File: src/rtl/dbus_uncached_bridge.sv
// Uncached (MMIO) bridge: turns one dbus request into a single-beat cbus
// transfer and returns the result, with a sticky response watchdog.
package dbus_uncached_bridge_pkg;
  localparam int unsigned ADDR_W = 32;
  localparam int unsigned DATA_W = 64;
  localparam int unsigned STRB_W = 8;

  typedef logic [2:0] msize_t;
  localparam msize_t MSIZE1 = 3'd0;
  localparam msize_t MSIZE2 = 3'd1;
  localparam msize_t MSIZE4 = 3'd2;
  localparam msize_t MSIZE8 = 3'd3;

  typedef logic [3:0] mlen_t;
  localparam mlen_t MLEN1 = 4'd0;

  typedef logic [1:0] axi_burst_t;
  localparam axi_burst_t AXI_BURST_INCR = 2'b01;

  typedef struct packed {
    logic              valid;
    logic [ADDR_W-1:0] addr;
    msize_t            size;
    logic [STRB_W-1:0] strobe;
    logic [DATA_W-1:0] data;
  } dbus_req_t;

  typedef struct packed {
    logic              addr_ok;
    logic              data_ok;
    logic [DATA_W-1:0] data;
  } dbus_resp_t;

  typedef struct packed {
    logic              valid;
    logic              is_write;
    msize_t            size;
    logic [ADDR_W-1:0] addr;
    logic [STRB_W-1:0] strobe;
    logic [DATA_W-1:0] data;
    mlen_t             len;
    axi_burst_t        burst;
  } cbus_req_t;

  typedef struct packed {
    logic              ready;
    logic              last;
    logic [DATA_W-1:0] data;
  } cbus_resp_t;
endpackage

module dbus_uncached_bridge
  import dbus_uncached_bridge_pkg::*;
#(
  parameter int unsigned TIMEOUT = 1024,
  parameter int unsigned CNT_W   = 16
) (
  input  logic       clk,
  input  logic       resetn,
  input  dbus_req_t  dreq,
  output dbus_resp_t dresp,
  output cbus_req_t  creq,
  input  cbus_resp_t cresp,
  output logic       err_timeout,
  output logic       busy
);

  typedef enum logic [1:0] {S_IDLE, S_BUSY, S_DONE} state_e;

  localparam logic [CNT_W-1:0] CNT_MAX     = '1;
  localparam logic [CNT_W-1:0] TIMEOUT_CNT = CNT_W'(TIMEOUT);
  localparam bit               WDOG_EN     = (TIMEOUT != 0);

  state_e            state_q, state_d;
  logic [ADDR_W-1:0] addr_q, addr_d;
  msize_t            size_q, size_d;
  logic [STRB_W-1:0] strobe_q, strobe_d;
  logic [DATA_W-1:0] wdata_q, wdata_d;
  logic              is_write_q, is_write_d;
  logic [DATA_W-1:0] rdata_q, rdata_d;
  logic [CNT_W-1:0]  cnt_q, cnt_d;
  logic              err_q, err_d;
  logic              beat_done;

  assign beat_done = cresp.ready && cresp.last;

  // State and datapath registers
  always_ff @(posedge clk or negedge resetn) begin
    if (!resetn) begin
      state_q    <= S_IDLE;
      addr_q     <= '0;
      size_q     <= '0;
      strobe_q   <= '0;
      wdata_q    <= '0;
      is_write_q <= 1'b0;
      rdata_q    <= '0;
      cnt_q      <= '0;
      err_q      <= 1'b0;
    end else begin
      state_q    <= state_d;
      addr_q     <= addr_d;
      size_q     <= size_d;
      strobe_q   <= strobe_d;
      wdata_q    <= wdata_d;
      is_write_q <= is_write_d;
      rdata_q    <= rdata_d;
      cnt_q      <= cnt_d;
      err_q      <= err_d;
    end
  end

  // Next-state, request latch and watchdog
  always_comb begin
    state_d    = state_q;
    addr_d     = addr_q;
    size_d     = size_q;
    strobe_d   = strobe_q;
    wdata_d    = wdata_q;
    is_write_d = is_write_q;
    rdata_d    = rdata_q;
    cnt_d      = cnt_q;
    err_d      = err_q;
    unique case (state_q)
      S_IDLE: begin
        if (dreq.valid) begin
          state_d    = S_BUSY;
          addr_d     = dreq.addr;
          size_d     = dreq.size;
          strobe_d   = dreq.strobe;
          wdata_d    = dreq.data;
          is_write_d = (dreq.strobe != '0);
          cnt_d      = '0;
        end
      end
      S_BUSY: begin
        // A ready beat without last is a protocol violation and is dropped.
        if (beat_done) begin
          rdata_d = cresp.data;
          state_d = S_DONE;
        end else begin
          if (cnt_q != CNT_MAX) cnt_d = cnt_q + CNT_W'(1);
          if (WDOG_EN && (cnt_d == TIMEOUT_CNT)) err_d = 1'b1;
        end
      end
      S_DONE:  state_d = S_IDLE;
      default: state_d = S_IDLE;
    endcase
  end

  // Output decode from registered state only
  always_comb begin
    creq        = '0;
    dresp       = '0;
    busy        = (state_q != S_IDLE);
    err_timeout = err_q;
    unique case (state_q)
      S_BUSY: begin
        creq.valid    = 1'b1;
        creq.is_write = is_write_q;
        creq.size     = size_q;
        creq.addr     = addr_q;
        creq.strobe   = strobe_q;
        creq.data     = wdata_q;
        creq.len      = MLEN1;
        creq.burst    = AXI_BURST_INCR;
      end
      S_DONE: begin
        dresp.addr_ok = 1'b1;
        dresp.data_ok = 1'b1;
        dresp.data    = rdata_q;
      end
      default: ;
    endcase
  end

endmodule

File: config.mk
export PLATFORM = sky130hd
export DESIGN_NAME = dbus_uncached_bridge
export DESIGN_NICKNAME = d
export VERILOG_FILES = /design/src/rtl/dbus_uncached_bridge.sv
export SDC_FILE = /design/constraint.sdc
export NUM_CORES = 1
export LEC_CHECK = 0
export ABC_AREA = 0
export BUFFER_PORTS_ARGS = -buffer_cell sky130_fd_sc_hd__buf_2
export CORE_MARGIN = 8
export CORE_UTILIZATION = 25
export DETAILED_ROUTE_END_ITERATION = 7
export GPL_TIMING_DRIVEN = 0
export PLACE_DENSITY_LB_ADDON = 0.15
export SLEW_MARGIN = 10
export SYNTH_ARGS = -nofsm -noshare
export SYNTH_HDL_FRONTEND = slang
export SYNTH_SLANG_ARGS = --single-unit
export TNS_END_PERCENT = 5
File: constraint.sdc
create_clock -name clk -period 4.3 [get_ports clk]
set_input_delay 0.43 -clock clk [delete_from_list [all_inputs] [get_ports clk]]
set_output_delay 0.43 -clock clk [all_outputs]
set_load 0.05 [all_outputs]
### After elaboration in Yosys (flattened, before gate mapping)

Cells that the tools add are included.

| word-level totals | value |
|---|---|
| register bits after elaboration | 191 |
| bits in latches | 0 |
| bits in writable memories | 0 |
| ROM bits | 0 |
| word-level logic and storage cells | 39 |
| memories kept | 0 |

| cells by class | value |
|---|---|
| add/sub/neg operators | 1 |
| multipliers | 0 |
| div/mod/pow operators | 0 |
| $lt $le $gt $ge | 0 |
| equal/unequal tests | 7 |
| shift-type cells | 0 |
| muxes and demuxes | 11 |
| bitwise gates (word level) | 1 |
| reduce and logical (&&, ||, !) cells | 10 |

Operator list:

| operator | count |
|---|---|
| two-way mux 115 bit | 1 |
| two-way mux 16 bit | 5 |
| two-way mux 66 bit | 1 |
| case mux 16 bit (2 select lines) | 1 |
| adder 16 x 1 -> 16 bit (second input constant) | 1 |
| equality test 16 x 11 -> 1 bit (second input constant) | 1 |
| inequality test 16 bit (second input constant) | 1 |
| nonzero test 8 bit | 1 |
| inequality test 2 bit (second input constant) | 3 |
| AND reduction 2 bit | 3 |
| AND reduction 3 bit | 2 |
| two-way mux 2 bit | 2 |
| case mux 2 bit (2 select lines) | 1 |
| nonzero test 2 bit | 2 |
| equality test 2 x 1 -> 1 bit (second input constant) | 1 |
| equality test 2 bit (second input constant) | 1 |
| zero test 2 bit | 1 |
| logical AND 1 bit | 1 |
| inverter 1 bit | 1 |

### Logic depth before layout (Yosys ltp)

| logic depth | value |
|---|---|
| word-level depth | 6 |
| gate-level depth with buffers | 7 |
| gate-level depth less buffers | 6 |

### Worst setup path after synthesis

Ideal clock, no wire load.

| timing | value |
|---|---|
| kind | register to register |
| from | register cnt_q[1] |
| to | register err_q (netlist: err_timeout) |
| library setup time | 104 ps |
| arrival | 2163 ps |
| data required time | 4196 ps |
| setup slack | 2034 ps |
| stages on the path, launching flop included | 8 |
| cell sequence | dfrtp_1 > ha_1 > and3_1 > clkbuf_1 > nand2_1 > o41a_1 > a2111o_1 > o41ai_2 |

| on the way | value |
|---|---|
| word-level cells in the longest chain between the ends | 6 |
| elaborated cells on any way between the ends | 7 |
| classes of those cells | add/sub (1); eq/ne (2); mux (3); reduce/logical (1) |

Ends and longest elaborated chain:

| element | line | source |
|---|---|---|
| start: declaration | 81 | `logic [CNT_W-1:0] cnt_q, cnt_d;` |
| start signal: assignment | 107 | `cnt_q <= cnt_d;` |
| adder 16 x 1 -> 16 bit or inequality test 16 bit (tied branches) | 141 | `if (cnt_q != CNT_MAX) cnt_d = cnt_q + CNT_W'(1);` |
| two-way mux 16 bit * | 141 |  |
| two-way mux 16 bit * | 137 | `if (beat_done) begin` |
| two-way mux 16 bit * | 123 | `unique case (state_q)` |
| equality test 16 x 11 -> 1 bit * | 142 | `if (WDOG_EN && (cnt_d == TIMEOUT_CNT)) err_d = 1'b1;` |
| AND reduction 3 bit (no line) * | n/a |  |
| end signal: assignment | 108 | `err_q <= err_d;` |
| end: declaration | 82 | `logic err_q, err_d;` |

Every way passes the cells marked *; elsewhere a longest branch is shown, timed or not. The select of a mux whose other input is x is not followed.
A chain may end at the register's enable or synchronous reset.

==> qor.yml <==
outcome:
  outcome: "complete, no violations"
placed_design:
  dp_hpwl_um: 23400
  gp_congestion: 0.7685
  portBuffers: 353
  dpl_cell_area_um2: 11210
final_layout:
  design_area_um2: 11800
  area_delta_synth_final_pct: 34.15
  drive_gt1_frac: 0.3532
  final_nets: 1490
  final_core_util: 0.3406
sta:
  slew_violations: 0
  finalCriticalPeriod_ns: 3.438
  worst_slew_pin_slew_ns: 0.9898
  min_period_over_period: 0.7995
  slew_headroom: 0.3401
  clock_skew_ns: 0.009747
  rsz0062_at_grt: "false"
  fmax_ghz: 0.2909
  setup_viol: 0
  hold_viol_final: 0
  holdWs_ns: 0.1727
power:
  leakagePower_nw: 6.325
  ir_worst_vdd_mv: 0.3872
  pwr_density_cell_nw_per_um2: 744.1
yosys:
  synth_cell_types: 42
  synthesis.area_um2: 8792
  yosysMostFrequentCell: "nand2_1"
  synthFlopType: "dfrtp_1"
  ys_ff_latch: 191
  synth_warnings: 0
  synth-seq-area-share: 0.5436
  yosysTopAreaCellShare: 0.5436
  synth_enable_flop_cells: 0
  synth_cells: 934
  synthTopCellsByArea: "dfrtp_1 54%, nand2_1 14%, and2_1 12%, mux2_2 8.5%, clkbuf_1 2.3%"
  synth_top_cell_by_area: "dfrtp_1"
  synth_common_cells: "334 x nand2_1, 191 x dfrtp_1, 175 x and2_1, 66 x mux2_2, 53 x clkbuf_1"
  avgSynthCellArea_um2: 9.413
  async_reset_ff_frac: 1.000
setup_path:
  crit_top_cell: "clkbuf_1"
  r2r_start: "state_q[0]"
  critPathSlowestCell: "clkbuf_1"
  critPathArrivalTime_ns: 3.01
  cp-start-kind: "flop"
  criticalPathCategory: "reg2out"
  critPathLaunch: "state_q[1]"
  max_stage_delay_ns: 0.79
  cp_top_family: "buffers and inverters"
  rr_worst_depth: 7
  crit_chain: "nor2b_1 -> clkbuf_1 -> clkbuf_1 -> and2_1 -> buf_2"
  cp.required_ns: 3.87
  path_buf_inv: 3
  critPathMaxFanout: 10
  end_kind: "output port"
  cp.depth: 5
  crit_end: "creq[68]"
  r2r-end: "wdata_q[23]"
  rrSetupSlack_ns: 1.60
global_routing:
  grt_max_degree: 97
  grtUsageTotal: 0.1466
  grt_pass1_vias: 7798
  overflow: 0
  grt_pass1_wl_um: 47420
  antenna_found_initial: 3
detailed_routing:
  wl_um: 30630
  first_iter_violations: 300
  via_per_inst: 4.220
  drc: 0
  ant_nets: 0
  post_drt_wl_per_cell_um: 17.18
  drt_pass1_iterations: 4
  vias: 7525
clocking:
  cts_tree: "yes"
  numCtsBuffers: 17
  numClockSinks: 191
  htree_levels: 4
  post_cts_buffers: 0
  clockRootBuffer: "clkbuf_16"
  clk_pin_slew_ns: 0.07
  clk_latency_ns: 0.44
  clock_path_buffers: 2
floorplanning:
  rows: 68
  coreArea_um2: 34630
  dieArea_um2: 41430
  die_x_um: 203.5
  fp.dieH_um: 203.5
  ios: 359
  initial_core_util: 0.2539
flow_run:
  maxCapViolCount: 0
min_path:
  min_path_type: "in2reg"
-- where the power goes --
group	internal, W	switching (W)	total (W)
sequential	0.00260	0.000352	0.00295
combinational	0.00120	0.00306	0.00425
clock	0.000860	0.000712	0.00157
total	0.00466	0.00412	0.00878
-- registers in the layout, indices dropped and copies added, names as in the netlist --
name	cells
rdata_q	64
wdata_q	64
addr_q	32
cnt_q	16
strobe_q	8
size_q	3
state_q	2
err_timeout	1
is_write_q	1
-- through the flow --
step	setup TNS, ns	worst slack (ns)	instances	total power, W
after floorplan	0	2.034	938	0.006104
after global placement	-181.57	-0.9803	1746	0.007266
after detailed placement	0	1.258	1748	0.007307
after CTS	0	0.7630	1780	0.008925
after global routing	0	0.6676	1782	0.009385
final	0	0.8623	1783	0.008776
-- metal layers --
metal | wire, µm | up-vias | share of wire | global-route usage
li1 | - | 3721 | - | -
met2 | 14410 | 219 | 0.47 | 0.2359
met5 | 13 | - | 0.00042 | 0
met3 | 2166 | 25 | 0.071 | 0.04760
met4 | 492 | 2 | 0.016 | 0.04403
met1 | 13540 | 3558 | 0.44 | 0.1853
-- final cells by class --
class	instances	area (µm²)
Fill cell	3683	22830
Antenna cell	3	7.507
Clock buffer	23	488.0
Tap cell	455	569.3
Inverter	6	22.52
Timing Repair Buffer	356	1842
Multi-Input combinational cell	677	3730
Buffer	64	275.3
Clock inverter	8	81.33
Sequential cell	191	4780
-- logic make-up (layout without fill, tap and decap cells) --
kind of cell | after synthesis | after routing | share of synthesized area
flip-flops | 191 | 191 | 0.5436
adder cells (fa/ha/maj) | 1 | 1 | 0.001423
multiplexers | 67 | 67 | 0.08567
buffers and inverters | 70 | 457 | 0.03387
XOR/XNOR | 1 | 1 | 0.0009963
AO/OA/AOI/OAI | 49 | 49 | 0.03686
other | 1 | 8 | 0.0004265
AND/OR/NAND/NOR | 554 | 554 | 0.2971
-- worst min-delay path: stages --
cell and delay, ns:
buf_2 0.07, nand2_1 0.04, nand2_1 0.04
-- repair_timing --
action / 4_1_cts / 5_1_grt
hold buffers: 1 / 0
gates resized for setup: 0 / 0
endpoints found under the hold margin: 9 / 0
-- cells in the final DEF, fill, tap and decap left out, drive strengths merged, types with 3 or more instances in the layout --
master	synthesis	routed
dfrtp	191	191
inv	6	7
a31oi	7	7
clkinv	0	4
clkbuf	53	76
and3	4	4
and2	176	176
nand3	5	5
nor4	3	3
nor3	8	8
o21ai	14	14
mux2	66	66
nand4	5	5
a311oi	4	4
buf	11	366
nand2	334	334
diode	0	3
a21oi	12	12
conb	1	5
and4	3	3
nor2	10	10
-- worst min path at each step --
stage          depth (start not counted)         from          end  slack, ns
2_1_floorplan                          0       resetn    addr_q[0]       0.13
3_3_place_gp                           2  wdata_q[61]  wdata_q[61]       0.45
6_report                               3     dreq[54]  wdata_q[54]       0.17
5_1_grt                                3    dreq[102]   addr_q[27]       0.16
3_5_place_dp                           1       resetn  wdata_q[59]       0.25
4_1_cts                                3     dreq[46]  wdata_q[46]       0.14
Power figures use the tool's default switching activity.
